[config.mk]
export PLATFORM = sky130hd
export DESIGN_NAME = sec_timer_bcd
export DESIGN_NICKNAME = d
export VERILOG_FILES = /design/src/rtl/sec_timer_bcd.sv
export SDC_FILE = /design/constraint.sdc
export NUM_CORES = 1
export LEC_CHECK = 0
export CORE_MARGIN = 3
export CORE_UTILIZATION = 58
export CTS_BUF_LIST = sky130_fd_sc_hd__clkbuf_16
export DETAILED_ROUTE_END_ITERATION = 16
export GPL_TIMING_DRIVEN = 0
export MAX_ROUTING_LAYER = met4
export PLACE_DENSITY = 0.92
export SYNTH_ARGS = -nofsm -noshare
export SYNTH_HDL_FRONTEND = slang
export SYNTH_SLANG_ARGS = --single-unit
export TNS_END_PERCENT = 5
[constraint.sdc]
create_clock -name clk -period 6.9 [get_ports clk]
set_input_delay 2.07 -clock clk [delete_from_list [all_inputs] [get_ports clk]]
set_output_delay 2.07 -clock clk [all_outputs]
set_load 0.01 [all_outputs]
[src/rtl/sec_timer_bcd.sv]
// sec_timer_bcd: mm:ss BCD up/down timer advanced by a synchronized one-per-second tick level input
module sec_timer_bcd #(
    parameter int MAX_MIN = 59
) (
    input  logic       clk,
    input  logic       rst,
    input  logic       tick_in,
    input  logic       start,
    input  logic       stop,
    input  logic       clear,
    input  logic       load,
    input  logic       dir,
    input  logic [7:0] preset_min,
    input  logic [7:0] preset_sec,
    output logic [7:0] min_bcd,
    output logic [7:0] sec_bcd,
    output logic       running,
    output logic       sec_pulse,
    output logic       done,
    output logic       load_err
);
    localparam logic [7:0] MAX_BCD = 8'(((MAX_MIN / 10) << 4) | (MAX_MIN % 10));

    typedef enum logic [1:0] {IDLE, RUN, PAUSE, DONE} state_t;

    state_t     state, state_nx;
    logic       s1, s2, prev, tick;
    logic [7:0] cnt_min, cnt_sec, min_nx, sec_nx;
    logic       preset_ok, pulse_nx, done_nx, err_nx;

    function automatic logic [7:0] bcd_inc(input logic [7:0] v);
        return v[3:0] == 4'd9 ? {v[7:4] + 4'd1, 4'd0} : {v[7:4], v[3:0] + 4'd1};
    endfunction

    function automatic logic [7:0] bcd_dec(input logic [7:0] v);
        return v[3:0] == 4'd0 ? {v[7:4] - 4'd1, 4'd9} : {v[7:4], v[3:0] - 4'd1};
    endfunction

    function automatic logic is_term(input logic [7:0] m, input logic [7:0] s, input logic d);
        return d ? (m == 8'h00 && s == 8'h00) : (m == MAX_BCD && s == 8'h59);
    endfunction

    assign tick = s2 & ~prev;

    assign cnt_sec = dir ? (sec_bcd == 8'h00 ? 8'h59 : bcd_dec(sec_bcd))
                         : (sec_bcd == 8'h59 ? 8'h00 : bcd_inc(sec_bcd));
    assign cnt_min = dir ? (sec_bcd == 8'h00 ? bcd_dec(min_bcd) : min_bcd)
                         : (sec_bcd == 8'h59 ? bcd_inc(min_bcd) : min_bcd);

    assign preset_ok = preset_min[7:4] <= 4'd9 && preset_min[3:0] <= 4'd9 &&
                       preset_sec[7:4] <= 4'd5 && preset_sec[3:0] <= 4'd9 &&
                       8'(preset_min[7:4]) * 8'd10 + 8'(preset_min[3:0]) <= 8'(MAX_MIN);

    always_comb begin
        state_nx = state;
        min_nx   = min_bcd;
        sec_nx   = sec_bcd;
        pulse_nx = 1'b0;
        done_nx  = 1'b0;
        err_nx   = 1'b0;
        if (clear) begin
            state_nx = IDLE;
            min_nx   = 8'h00;
            sec_nx   = 8'h00;
        end else if (load) begin
            if (preset_ok) begin
                state_nx = IDLE;
                min_nx   = preset_min;
                sec_nx   = preset_sec;
            end else begin
                err_nx = 1'b1;
            end
        end else if (stop) begin
            state_nx = state == RUN ? PAUSE : state;
        end else if (start && (state == IDLE || state == PAUSE)) begin
            state_nx = is_term(min_bcd, sec_bcd, dir) ? state : RUN;
        end else if (tick && state == RUN) begin
            // A direction flip can leave RUN sitting on the new terminal; stop there rather than wrap.
            if (is_term(min_bcd, sec_bcd, dir)) begin
                state_nx = DONE;
                done_nx  = 1'b1;
            end else begin
                min_nx   = cnt_min;
                sec_nx   = cnt_sec;
                pulse_nx = 1'b1;
                done_nx  = is_term(cnt_min, cnt_sec, dir);
                state_nx = done_nx ? DONE : RUN;
            end
        end
    end

    always_ff @(posedge clk) begin
        if (rst) begin
            s1        <= 1'b0;
            s2        <= 1'b0;
            prev      <= 1'b0;
            state     <= IDLE;
            min_bcd   <= 8'h00;
            sec_bcd   <= 8'h00;
            running   <= 1'b0;
            sec_pulse <= 1'b0;
            done      <= 1'b0;
            load_err  <= 1'b0;
        end else begin
            s1        <= tick_in;
            s2        <= s1;
            prev      <= s2;
            state     <= state_nx;
            min_bcd   <= min_nx;
            sec_bcd   <= sec_nx;
            running   <= state_nx == RUN;
            sec_pulse <= pulse_nx;
            done      <= done_nx;
            load_err  <= err_nx;
        end
    end
endmodule
After elaboration in Yosys (flattened, before gate mapping)
Index checks and enable logic that the tools add are counted. Widths: inputs -> output; s select.

Register bits: 25. Bits of input ports: 24. Output and inout port bits: 20. Logic and storage cells: 102.

$add $sub $neg: 9. $mul: 1. $lt $le $gt $ge: 5. Equality and inequality tests: 13. Multiplexer cells: 37. Bitwise logic cells: 4. Reduce and logical (&&, ||, !) cells: 23.

Operators by type and width (number): $mux 8 (22); $eq 8x7->1 const B (4); $logic_not 8->1 (4); $mux 2 (10); $add 4x1->4 const B (4); $sub 4x1->4 const B (4); $le 4x4->1 const B (3); $logic_and 1x1->1 (10); $add 8x4->8 (1); $eq 4x4->1 const B (2); $le 8x6->1 const B (1); $logic_not 4->1 (2); $mul 4x3->7 const B (1); $reduce_or 6->1 (1); $mux 1 (5); $reduce_and 5->1 (1); $eq 2x1->1 const B (2); $le 4x3->1 const B (1); $ne 2x1->1 const B (2); $ne 2x2->1 const B (2); $not 1->1 (3); $reduce_or 3->1 (1); $eq 2x2->1 const B (1); $logic_not 2->1 (1); other kinds (4) (4).

Depth between registers and ports, before layout
Gate-level depths: netlist (run 1).

Word-level depth: 15. Mapped depth: 12. Gate-level depth less buffers: 11.

Least setup slack after synthesis (run 1)
OpenSTA, ideal clock, no wires.

Path kind: input to register. Start: input port preset_min[1]. End: register min_bcd[0]. Library setup time: 0.128 ns. Data arrival time: 4.269 ns. Path slack: 2.503 ns. Cell stages on the path: 12. Path buffers: 1. Cell sequence: ha_1 > inv_1 > fa_1 > xor2_1 > nor2_1 > maj3_1 > a21oi_1 > o21ai_0 > o31ai_1 > buf_2 > mux2i_1 > nor2_1.

Word-level cells in the longest chain between the ends: 7. Elaborated cells on any way between the ends: 9. Those cells by class: add/sub: 1; order compare: 2; eq/ne: 1; reduce/logical: 5.

RTL lines: start: declaration (line 13) `input logic [7:0] preset_min,`; branches (longest 4 deep; another with $add 8x4->8); $logic_and 1x1->1 (*) (line 51) `preset_sec[7:4] <= 4'd5 && preset_sec[3:0] <= 4'd9 &&`; $ne 2x1->1 (no source line) (*); $reduce_and 5->1 (no source line) (*); end signal: assignment (line 109) `min_bcd <= min_nx;`; end: declaration (line 15) `output logic [7:0] min_bcd,`.

Mark *: on every way between the ends. A chain may end at the register's enable or synchronous reset.

Worst setup path after layout (run 1)
Start: input port preset_min[4]. End: register min_bcd[4].

Word-level cells in the longest chain between the ends: 7. Elaborated cells on any way between the ends: 12. Those cells by class: add/sub: 1; mul: 1; order compare: 2; eq/ne: 1; mux: 2; reduce/logical: 5.

RTL lines: branches (longest 7 deep; another with $add 8x4->8).

Parallel ways; which one is timed is not known. The select of a mux whose other input is x is not followed.

==> results of run 1 <==
[path summary, 6_finish.rpt]
path	slack [ps]	from	cells after the start	endpoint
worst min register to register	460	s1	1	s2
worst max register to register	3760	sec_bcd[1]	10	min_bcd[4]
worst max-delay path	1770	preset_min[4]	13	min_bcd[4]
worst min-delay path	460	s1	1	s2
[cells in the final DEF, fill, tap and decap left out, types with 3 or more instances in the layout]
cell type and count:
a21o_1 4, nand3_1 8, and2_1 3, nor3b_1 4, mux2i_1 9, nor2_1 34
o211a_1 5, nand2_1 23, clkdlybuf4s50_1 43, a31oi_1 3, and3b_1 3, a211oi_1 4
mux2_2 4, nand3b_1 3, inv_1 24, o211ai_1 4, o21ai_0 18, a21oi_1 16
ha_1 21, clkbuf_1 7, xnor2_1 5, nor2b_1 8, or4_1 4, o21a_1 3
nor3_1 6, nor4_1 5, nor4bb_1 4, nand4_1 8, dfxtp_1 25, and3_1 3
buf_2 5, clkbuf_16 3
[worst max-delay path: stages]
cell and delay [ps]:
clkdlybuf4s50_1 550, ha_1 200, inv_1 60, fa_1 420, xor2_1 190, nor2_1 60, maj3_1 320, a21oi_1 180
o21ai_0 190, o31ai_1 310, clkbuf_1 470, nor2_1 80, a211oi_1 210
[layout make-up]
cell class | count | share of cell area
buffer | 15 | 0.0244
tap | 50 | 0.0207
clock inverter | 1 | 0.00165
multi-input combinational | 252 | 0.591
sequential | 25 | 0.165
clock buffer | 3 | 0.0248
timing repair buffer | 43 | 0.142
inverter | 24 | 0.0297
[logic make-up (layout without fill, tap and decap cells)]
logic type	Yosys count	count (layout)	share of synthesized area
and+or+nand+nor	125	125	0.283
buffers and inverters	39	86	0.0667
DFF	25	25	0.204
adders and majority gates	24	24	0.127
AOI/OAI and AO/OA	83	83	0.234
xor gates and xnor gates	6	6	0.0214
muxes	14	14	0.0642
[power groups by stage]
stage / combinational, uW / clock [uW] / sequential (uW)
floorplan: 50.3 / 0 / 151
global placement: 79.6 / 0 / 150
detailed placement: 82.4 / 0 / 150
CTS: 83.6 / 129 / 147
global route: 94.2 / 133 / 147
finish: 84.5 / 127 / 147
[state kept, by name (all words and copies together), names as in the netlist]
| signal | count |
|---|---|
| sec_bcd | 8 |
| state | 2 |
| prev | 1 |
| s2 | 1 |
| done | 1 |
| sec_pulse | 1 |
| running | 1 |
| min_bcd | 8 |
| load_err | 1 |
| s1 | 1 |
[metrics by stage]
stage	worst slack, ps	std cells
5_1_grt	1480	413
2_1_floorplan	2500	316
4_1_cts	1760	413
6_report	1770	413
3_5_place_dp	1510	409
3_3_place_gp	1600	409
[Yosys cell counts (all sizes together) (5+ instances only)]
| library cell | n | area, sq um |
|---|---|---|
| nor3 | 6 | 30.0 |
| nand4 | 8 | 50.1 |
| mux2i | 9 | 90.1 |
| clkbuf | 7 | 26.3 |
| inv | 24 | 90.1 |
| nor2 | 34 | 128 |
| ha | 21 | 263 |
| a21oi | 16 | 80.1 |
| o21ai | 20 | 104 |
| nand3 | 8 | 40.0 |
| buf | 8 | 47.5 |
| nor2b | 8 | 50.1 |
| nand2 | 23 | 86.3 |
| xnor2 | 5 | 43.8 |
| o211a | 5 | 50.1 |
| a211oi | 5 | 42.5 |
| nor3b | 6 | 67.6 |
| nor4 | 5 | 31.3 |
| dfxtp | 25 | 500 |
[layer usage]
layer,global-route usage,up-vias
li1,-,1255
met1,0.366,1255
met2,0.463,188
met3,0.0241,26
met4,0.0960,0
met5,-,-
==> reports/results.txt, run 1 <==
The flow ran to the end, and the final reports show no timing, DRC or antenna violations. The leakage power summed over all cells came out at 0.00124 uW. Data on the critical path is required at its endpoint by 7080 ps.

The logs give 5300 ps for the worst endpoint data arrival time and 5 for the number of optimization iterations in the first detailed-route pass. The logs give 3290 microns for the met2 wire length and 0.00179 sq mm for the multi-input logic area. The number of hold-slack violations in the final timing report was 0; the y dimension of the die was 71.1 microns.

The class of the tightest hold or removal check is reg2reg. Row generation in the floorplan step produced 23 rows. STA classifies the critical path startpoint as a primary input. For the final database, setup skew stands at 3.13 ps. Clock-pin slew was measured on the worst setup and hold paths at 60 ps. After filler insertion, the fill cell instance count of the layout stands at 310.

The tightest hold margin came out at 458 ps. The total met3 wirelength after detailed routing was 663 microns. The first global-routing pass estimated 11500 microns of wire. During synthesis, Yosys emitted a total of 0 warnings. Detailed placement finished with a half-perimeter wire length of 5210 microns.

In the routed design, unresolved DRC markers number 0. The number of slew-limit violations in the final report was 0. The number of setup violations in the final report was 0. Summing over every cut layer, the via total after detailed routing is 2724. Overall die width: 71.1 microns. Once placement finished, the instance area stood at 0.00295 sq mm. The count of different cell masters after synthesis is 61. For this block, wires on met1 add up to 2720 microns. The tool flagged a number of max-cap violations equal to 0. The global-route usage over all layers is 0.283, and the initial cell density of the core is 0.610.

The latest clock arrival within the worst-skew pair came out at 260 ps. Clock tree synthesis inserted a total of 3 buffers. The sequential share of power was 0.410.

The overall die area was 0.00505 sq mm; the number of gates given a new drive strength after cts was 0. Number of buffers inserted by port buffering: 43. The core region is 0.00403 sq mm. The root buffer cell chosen for the clock tree is clkbuf_16.

Proportion of power drawn by combinational gates: 0.235. Compared with the post-synthesis result, the final layout area differs by 23.3%. For the final instance area, the log shows 0.00303 sq mm.

The mean instance size in the synthesized netlist came out at 7.77 sq um. At the pin with the least slew margin, the transition time is 1050 ps. Adding up every negative setup slack in the final design gives 0 ps.

Power spread over the standard cell area amounts to 119 mW/mm^2. After clock tree synthesis, the flow added hold-fix buffers numbering 0. The post-synthesis sequential element count was 25.

The total net switching power is 96.5 uW, and the biggest fanout along the worst timing path is 10. Once the clock tree was built, the setup fixing pass inserted 0 buffers. Setup repair after global routing left no endpoint under its margin. The fraction of final layout cells with drive strength greater than 1 was 0.0606; the register cell area after layout was 500 sq um. Primary flip-flop cell chosen by synthesis mapping: dfxtp_1. Worst slew margin relative to its limit: 0.294. Final critical delay including setup and external delays: 5130 ps. The tools report the timing-limited maximum frequency as 195 MHz.

The final routed wire length divided by cell count came out at 16.5 microns. The tools report the maximum root-to-sink buffer count as 2. The logs give 6830 microns for the detailed-route wire length and 363 for the post-synthesis net count. The number of antenna violations at the first check in global routing was 0; the overall power of the completed layout was 359 uW. The total global routing overflow came out at 0.

The congestion estimate from routability-driven global placement came to 0.918. The repair_antennas step left the layout with diodes totalling 0. The tools report the clock network fraction of design power as 0.355. The total number of H-tree levels is 1, and the fraction of the yosys area taken by sequential cells is 0.204.

The fraction of the cycle the final worst path needs came out at 0.743. The highest metal layer with signal wires was met4. After the first detailed-routing iteration, the DRC count stood at 343. Switching share of power: 0.269.

The number of enable-type register cells in the synthesized netlist came out at 0. Entering global routing, the biggest net connects 15 pins. The average via count per standard cell is 6.60.

The worst setup path is captured at a flop. The TritonCTS sink count is 25. The logs give 0.752 for the utilization after layout and 2498 for the number of global-route vias before repair. For the internal portion of total power, the log shows 263 uW.

The post-synthesis instance area is 0.00246 sq mm, and the remaining antenna violation count is 0. After the last flow step, the layout net total stands at 411. The number of instances in the synthesized netlist is 316. Path type of the worst setup path: in2reg. Proportion of register bits with asynchronous set or reset after synthesis: 0.

The tools report the number of top-level pins as 44. IR analysis of the VDD net gives a maximum drop of 0.114 mV. TritonCTS built the clock tree.
(Power assumes the default switching activity.)
==> inputs of run 2 (changes only) <==
--- a/config.mk
+++ b/config.mk
@@ -6,12 +6,12 @@
 export NUM_CORES = 1
 export LEC_CHECK = 0
 export CORE_MARGIN = 3
-export CORE_UTILIZATION = 58
+export CORE_UTILIZATION = 48
 export CTS_BUF_LIST = sky130_fd_sc_hd__clkbuf_16
 export DETAILED_ROUTE_END_ITERATION = 16
 export GPL_TIMING_DRIVEN = 0
 export MAX_ROUTING_LAYER = met4
-export PLACE_DENSITY = 0.92
+export PLACE_DENSITY = 0.82
 export SYNTH_ARGS = -nofsm -noshare
 export SYNTH_HDL_FRONTEND = slang
 export SYNTH_SLANG_ARGS = --single-unit
==> constraint.sdc (replaced) <==
create_clock -name clk -period 4.2 [get_ports clk]
set_input_delay 1.26 -clock clk [delete_from_list [all_inputs] [get_ports clk]]
set_output_delay 1.26 -clock clk [all_outputs]
set_load 0.01 [all_outputs]
==> reports/results.txt, run 2 (synthesized netlist as in run 1, its figures left out) <==
The logs give 0 (unchanged) for the number of setup violations in the final report and 44 (unchanged) for the number of top-level pins. For the finished layout, the period the worst path requires is 3960 ps. The fraction of the cycle the final worst path needs is 0.943. The tools report the final setup skew as 2.17 ps (was 3.13 ps). The flow ran to the end, and the final reports show no timing, DRC or antenna violations. For the number of max-capacitance violations reported, the log shows 0 (unchanged). The hold path depth came out at 1 (unchanged). Setup repair after global routing left no endpoint under its margin. The class of the tightest hold or removal check was reg2reg (unchanged). The tools report the TritonCTS sink count as 25 (unchanged).

The worst IR drop on VDD was 0.191 mV (was 0.114 mV); the remaining antenna violation count was 0 (unchanged). The path type of the worst setup path is in2reg (unchanged). The y dimension of the die was 77.5 microns (was 71.1 microns); the signed area change from the synthesized netlist to the final layout was 24.8% (was 23.3%). The final weighted congestion of routability-driven global placement came out at 0.898 (was 0.918). The kind of capture point of the worst setup path is a flop (unchanged). The number of buffers inserted by port buffering came out at 43 (unchanged). The utilization after layout is 0.632 (was 0.752), and the number of antenna violations at the first check in global routing is 0 (unchanged). The final routed wire length divided by cell count was 15.4 microns (was 16.5 microns).

The startpoint type of the worst setup path was a primary input (unchanged). For the total DRC errors in the routed layout, the log shows 0 (unchanged). TritonCTS built the clock tree.

The tools report the via count as 2584 (was 2724). For the number of nets in the finished design, the log shows 411 (unchanged). The slew at the pin closest to its max-slew limit is 787 ps (was 1050 ps), and the fraction of final layout cells with drive strength greater than 1 is 0.0634 (was 0.0606).

The clock tree root driver cell was clkbuf_16 (unchanged). The number of hold-slack violations in the final timing report was 0 (unchanged); the timing-limited maximum frequency was 252 MHz. The global-route usage over all layers is 0.229 (was 0.283), and the overall die width is 77.5 microns (was 71.1 microns).

The cell depth of the worst flop-to-flop path was 10 (unchanged). Clock transition at the register clock pins on the worst setup and hold paths after CTS: 60 ps (about the same). The initial cell density of the core was 0.507 (was 0.610); the buffers inserted during post-CTS setup optimization was 0 (unchanged). The detailed-route wire length came out at 6640 microns (was 6830 microns). The detailed-placement wirelength estimate is 5190 microns (was 5210 microns).

The logs give 0 (unchanged) for the number of diodes added for antenna fixing and 11100 microns (was 11500 microns) for the wire length of the first global-routing pass. The average via count per standard cell came out at 6.01 (was 6.60). The standard-cell row count came out at 25 (was 23). The worst endpoint data arrival time was 4110 ps (was 5300 ps); the total number of H-tree levels was 1 (unchanged).

The ratio of total power to cell area was 192 mW/mm^2 (was 119 mW/mm^2); the maximum root-to-sink buffer count was 2 (unchanged). The total global routing overflow was 0 (unchanged); the latest clock arrival within the worst-skew pair was 260 ps (about the same). The run gives 1170 ps (was 3760 ps) as the register-to-register setup slack. The tools report the leakage power summed over all cells as 0.00125 uW (was 0.00124 uW). For the quantity of hold-fixing buffers added after cts, the log shows 0 (unchanged).

Largest registers: min_bcd x8, sec_bcd x8, state x2 (unchanged). The tools report the overall die area as 0.00601 sq mm (was 0.00505 sq mm). The tools report the number of slew-limit violations in the final report as 0 (unchanged). The number of optimization iterations in the first detailed-route pass was 5 (unchanged). The capturing point of the worst reg2reg path was running (was min_bcd[4]). The placeable core area was 0.00485 sq mm (was 0.00403 sq mm). The commonest non-fill, non-tap cell in the layout is clkdlybuf4s50_1 (unchanged). The tools report the sink of the worst hold path as s2 (unchanged). For the required time of the worst setup path, the log shows 4350 ps (was 7080 ps).

The number of DRC markers after the initial detailed-route iteration is 156 (was 343). The reg-to-reg startpoint is sec_bcd[0] (was sec_bcd[1]). Pin count of the biggest net entering global routing: 14 (was 15). The number of global-route vias before repair is 2321 (was 2498). The biggest fanout along the worst timing path came out at 10 (unchanged). The tools report the startpoint of the tightest hold check path as s1 (unchanged). The run gives 3 (unchanged) as the CTS buffer count. Highest-count cells in the layout ignoring fill and taps: clkdlybuf4s50_1, nor2_1, inv_1, dfxtp_1, nand2_1 (was clkdlybuf4s50_1, nor2_1, dfxtp_1). The number of gates given a new drive strength after cts is 1 (was 0).

The worst slew margin relative to its limit was 0.468 (was 0.294). The tools report the overall power of the completed layout as 589 uW (was 359 uW).
[run 2: worst max-delay path, stage by stage]
cell and delay (ps):
clkdlybuf4s50_1 600, ha_1 280, ha_1 220, a21oi_1 220, nor3b_1 80, o211a_1 220
o2111a_1 270, o21ai_1 270, o31ai_2 240, buf_4 240, a32o_1 220
[run 2: worst max path at each step]
stage / startpoint / endpoint / slack (ps) / depth (start not counted)
finish: preset_min[5] / min_bcd[7] / 240 / 11
global route: preset_min[5] / min_bcd[4] / 10 / 13
CTS: preset_min[4] / sec_bcd[5] / 5 / 13
detailed placement: preset_min[4] / sec_bcd[5] / -270 / 13
global placement: preset_min[4] / sec_bcd[5] / -290 / 13
floorplan: preset_min[1] / min_bcd[0] / 610 / 12
[run 2: per-layer routing]
metal | track usage | share of wire
met1 | 0.314 | 0.45
met4 | 0.0552 | 0.011
met2 | 0.370 | 0.48
met5 | - | 0
met3 | 0.0139 | 0.058
[run 2: cell type report]
type,instances,area [sq um]
clock buffers,3,75.1
plain buffers,15,83.8
repair buffers,43,430
fillers,419,1780
flip-flops and latches,25,500
inverters,24,90.1
clock inverters,1,3.75
well taps,67,83.8
multi-input cells,252,1800
[run 2: per-stage QoR]
stage          setup slack, ps  instances  TNS [ps]  cell area, sq um  hold slack, ps
5_1_grt                   13.3        430         0              3060             459
6_report                   238        430         0              3060             446
2_1_floorplan              613        316         0              2460             414
3_5_place_dp              -268        426     -3230              2970             431
3_3_place_gp              -292        426     -3360              2970             422
4_1_cts                   5.34        430         0              3050             451
[run 2: power breakdown]
group | switching, uW | leakage (uW) | internal [uW]
combinational | 74.1 | 0.00100 | 63.9
clock | 82.0 | 0.0000423 | 127
sequential | 2.14 | 0.000202 | 240
==> inputs of run 3 (changes only) <==
--- a/config.mk
+++ b/config.mk
@@ -9,9 +9,10 @@
 export CORE_UTILIZATION = 48
 export CTS_BUF_LIST = sky130_fd_sc_hd__clkbuf_16
 export DETAILED_ROUTE_END_ITERATION = 16
-export GPL_TIMING_DRIVEN = 0
+export GPL_TIMING_DRIVEN = 1
 export MAX_ROUTING_LAYER = met4
 export PLACE_DENSITY = 0.82
+export SKIP_LAST_GASP = 1
 export SYNTH_ARGS = -nofsm -noshare
 export SYNTH_HDL_FRONTEND = slang
 export SYNTH_SLANG_ARGS = --single-unit
==> reports/results.txt, run 3 (synthesized netlist as in run 1, its figures left out) <==
TritonCTS built the clock tree. Largest registers: min_bcd x8, sec_bcd x8, state x2 (unchanged). The class of the tightest hold or removal check is reg2reg (unchanged). Register-to-register setup slack: 1120 ps (was 1170 ps).

The commonest non-fill, non-tap cell in the layout was clkdlybuf4s50_1 (unchanged). The ratio of total power to cell area works out to 192 mW/mm^2 (about the same). The tools report the total DRC errors in the routed layout as 0 (unchanged). The multi-input logic area is 0.00181 sq mm (was 0.00180 sq mm). The timing-limited maximum frequency was 255 MHz (was 252 MHz); the number of DRC markers after the initial detailed-route iteration was 188 (was 156).

The most frequent cell on the critical path is nor2_1 (was ha_1). The quantity of hold-fixing buffers added after cts came out at 0 (unchanged). The slew at the pin closest to its max-slew limit works out to 555 ps (was 787 ps). The tools report the register cell area after layout as 500 sq um (unchanged). Highest-count cells in the layout ignoring fill and taps: clkdlybuf4s50_1, nor2_1, inv_1, dfxtp_1, nand2_1 (unchanged).

The via count was 2560 (was 2584). For the global-route usage over all layers, the log shows 0.232 (was 0.229). The tools report the detailed-placement wirelength estimate as 5280 microns (was 5190 microns).

The tools report the clock tree root driver cell as clkbuf_16 (unchanged). The run gives 0 (unchanged) as the number of diodes added for antenna fixing. The family of cells with the greatest summed delay on the critical path is adder cells (was compound AO/OA/AOI/OAI gates).

The remaining antenna violation count came out at 0 (unchanged). Cell-by-cell trace of the critical path: clkdlybuf4s50_1 > ha_1 > inv_1 > fa_1 > xor2_1 > nor2_1 > maj3_1 > a21oi_1 > o21ai_1 > o31ai_4 > buf_12 > mux2i_1 > nor2_1 (was clkdlybuf4s50_1 > ha_1 > ha_1 > a21oi_1 > nor3b_1 > o211a_1 > o2111a_1 > o21ai_1 > o31ai_2 > buf_4 > a32o_1). Number of buffers inserted by port buffering: 43 (unchanged).

Setup repair after global routing left no endpoint under its margin. The number of nets in the finished design was 407 (was 411). Overall die width: 77.5 microns (unchanged).

Y dimension of the die: 77.5 microns (unchanged). The final critical delay including setup and external delays works out to 3920 ps (was 3960 ps). The library cell contributing the largest single delay on the critical path is clkdlybuf4s50_1 (unchanged). The total number of H-tree levels is 1 (unchanged).

The logs give 431 (was 419) for the fill cell instance count of the final layout and 4340 ps (was 4350 ps) for the required time of the worst setup path. The number of optimization iterations in the first detailed-route pass is 4 (was 5). The number of global-route vias before repair was 2436 (was 2321). The tools report the startpoint of the tightest hold check path as s1 (unchanged). The origin of the worst setup path was preset_min[4] (was preset_min[5]).

The tools report the number of top-level pins as 44 (unchanged). Maximum root-to-sink buffer count: 2 (unchanged). The run gives 0 (unchanged) as the number of max-capacitance violations reported.

The tools report the capturing point of the worst reg2reg path as state[1] (was running). The TritonCTS sink count is 25 (unchanged), and the fraction of the cycle the final worst path needs is 0.934 (was 0.943). The clock transition at the register clock pins on the worst setup and hold paths after CTS was 60 ps (about the same); the number of setup violations in the final report was 0 (unchanged). The tools report the final weighted congestion of routability-driven global placement as 0.899 (was 0.898). The number of hold-slack violations in the final timing report is 0 (unchanged), and the worst IR drop on VDD is 0.183 mV (was 0.191 mV). The run gives 0 (unchanged) as the total global routing overflow.

The path type of the worst setup path is in2reg (unchanged). The logic depth of the worst path, buffers included was 13 (was 11). For the leakage power summed over all cells, the log shows 0.00125 uW (about the same).

Critical path endpoint: sec_bcd[5] (was min_bcd[7]). The fraction of final layout cells with drive strength greater than 1 was 0.0724 (was 0.0634). The placeable core area was 0.00485 sq mm (unchanged); the average via count per standard cell was 6.01 (about the same). For the CTS buffer count, the log shows 3 (unchanged). For the worst slew margin relative to its limit, the log shows 0.629 (was 0.468). Startpoint type of the worst setup path: a primary input (unchanged). The detailed-route wire length is 6830 microns (was 6640 microns), and the latest clock arrival within the worst-skew pair is 250 ps (was 260 ps). Number of buffers and inverters on the critical path: 3 (was 2).

The logs give 4060 ps (was 4110 ps) for the worst endpoint data arrival time and 11300 microns (was 11100 microns) for the wire length of the first global-routing pass. The reg-to-reg startpoint was sec_bcd[1] (was sec_bcd[0]). The run gives 0 (unchanged) as the number of antenna violations at the first check in global routing. Signed area change from the synthesized netlist to the final layout: 25.6% (was 24.8%). The final routed wire length divided by cell count was 16.0 microns (was 15.4 microns); the overall power of the completed layout was 592 uW (was 589 uW). The run gives 0 (unchanged) as the number of slew-limit violations in the final report. For the pin count of the biggest net entering global routing, the log shows 33 (was 14). The run finished with clean final reports. The tools report the tightest hold margin as 447 ps (was 446 ps).

The biggest fanout along the worst timing path is 17 (was 10). For the final setup skew, the log shows 0.936 ps (was 2.17 ps). The kind of capture point of the worst setup path was a flop (unchanged). The standard-cell row count is 25 (unchanged), and the delay of the slowest cell on the worst path is 510 ps (was 600 ps). The initial cell density of the core is 0.507 (unchanged). The tools report the overall die area as 0.00601 sq mm (unchanged). The cell depth of the worst flop-to-flop path came out at 10 (unchanged).
==> run 3: worst min-delay path by stage <==
stage | slack (ps) | depth (start not counted) | endpoint
floorplan | 410 | 1 | s2
global placement | 420 | 1 | s2
detailed placement | 440 | 1 | s2
CTS | 450 | 1 | s2
global route | 460 | 1 | s2
finish | 450 | 1 | s2
==> run 3: repair_timing <==
action | CTS | global route
setup endpoints to repair | 0 | 3
setup buffers | 0 | 0
resized for setup | 0 | 1
endpoints found under the hold margin | 0 | 0
==> run 3: cell type report <==
type | count | area share
Inverter | 24 | 0.0292
Clock buffer | 3 | 0.0243
Sequential cell | 25 | 0.162
Multi-Input combinational cell | 252 | 0.585
Tap cell | 67 | 0.0272
Timing Repair Buffer | 54 | 0.170
Clock inverter | 1 | 0.00122
==> run 3: where the power goes <==
group / internal (uW) / leakage (uW) / switching [uW]
combinational: 67.5 / 0.00101 / 76.1
sequential: 240 / 0.000202 / 3.12
clock: 127 / 0.0000423 / 77.9
total: 434 / 0.00125 / 157
==> run 3: metrics by stage <==
step	instance area (sq um)	TNS (ps)	utilization	instances	setup slack, ps
after floorplan	2460	0	-	316	613
final	3080	0	0.636	426	277
after detailed placement	3010	-364	0.620	422	-55.8
after global placement	3010	0	0.620	422	51.8
after CTS	3080	0	0.636	426	193
after global routing	3080	0	0.636	426	57.9
==> run 3: metal layers <==
metal,wire (microns),up-vias,track usage
met3,490,16,0.0325
met4,136,0,0.0890
met5,0,-,-
met1,2930,1197,0.299
li1,-,1244,-
met2,3280,103,0.368
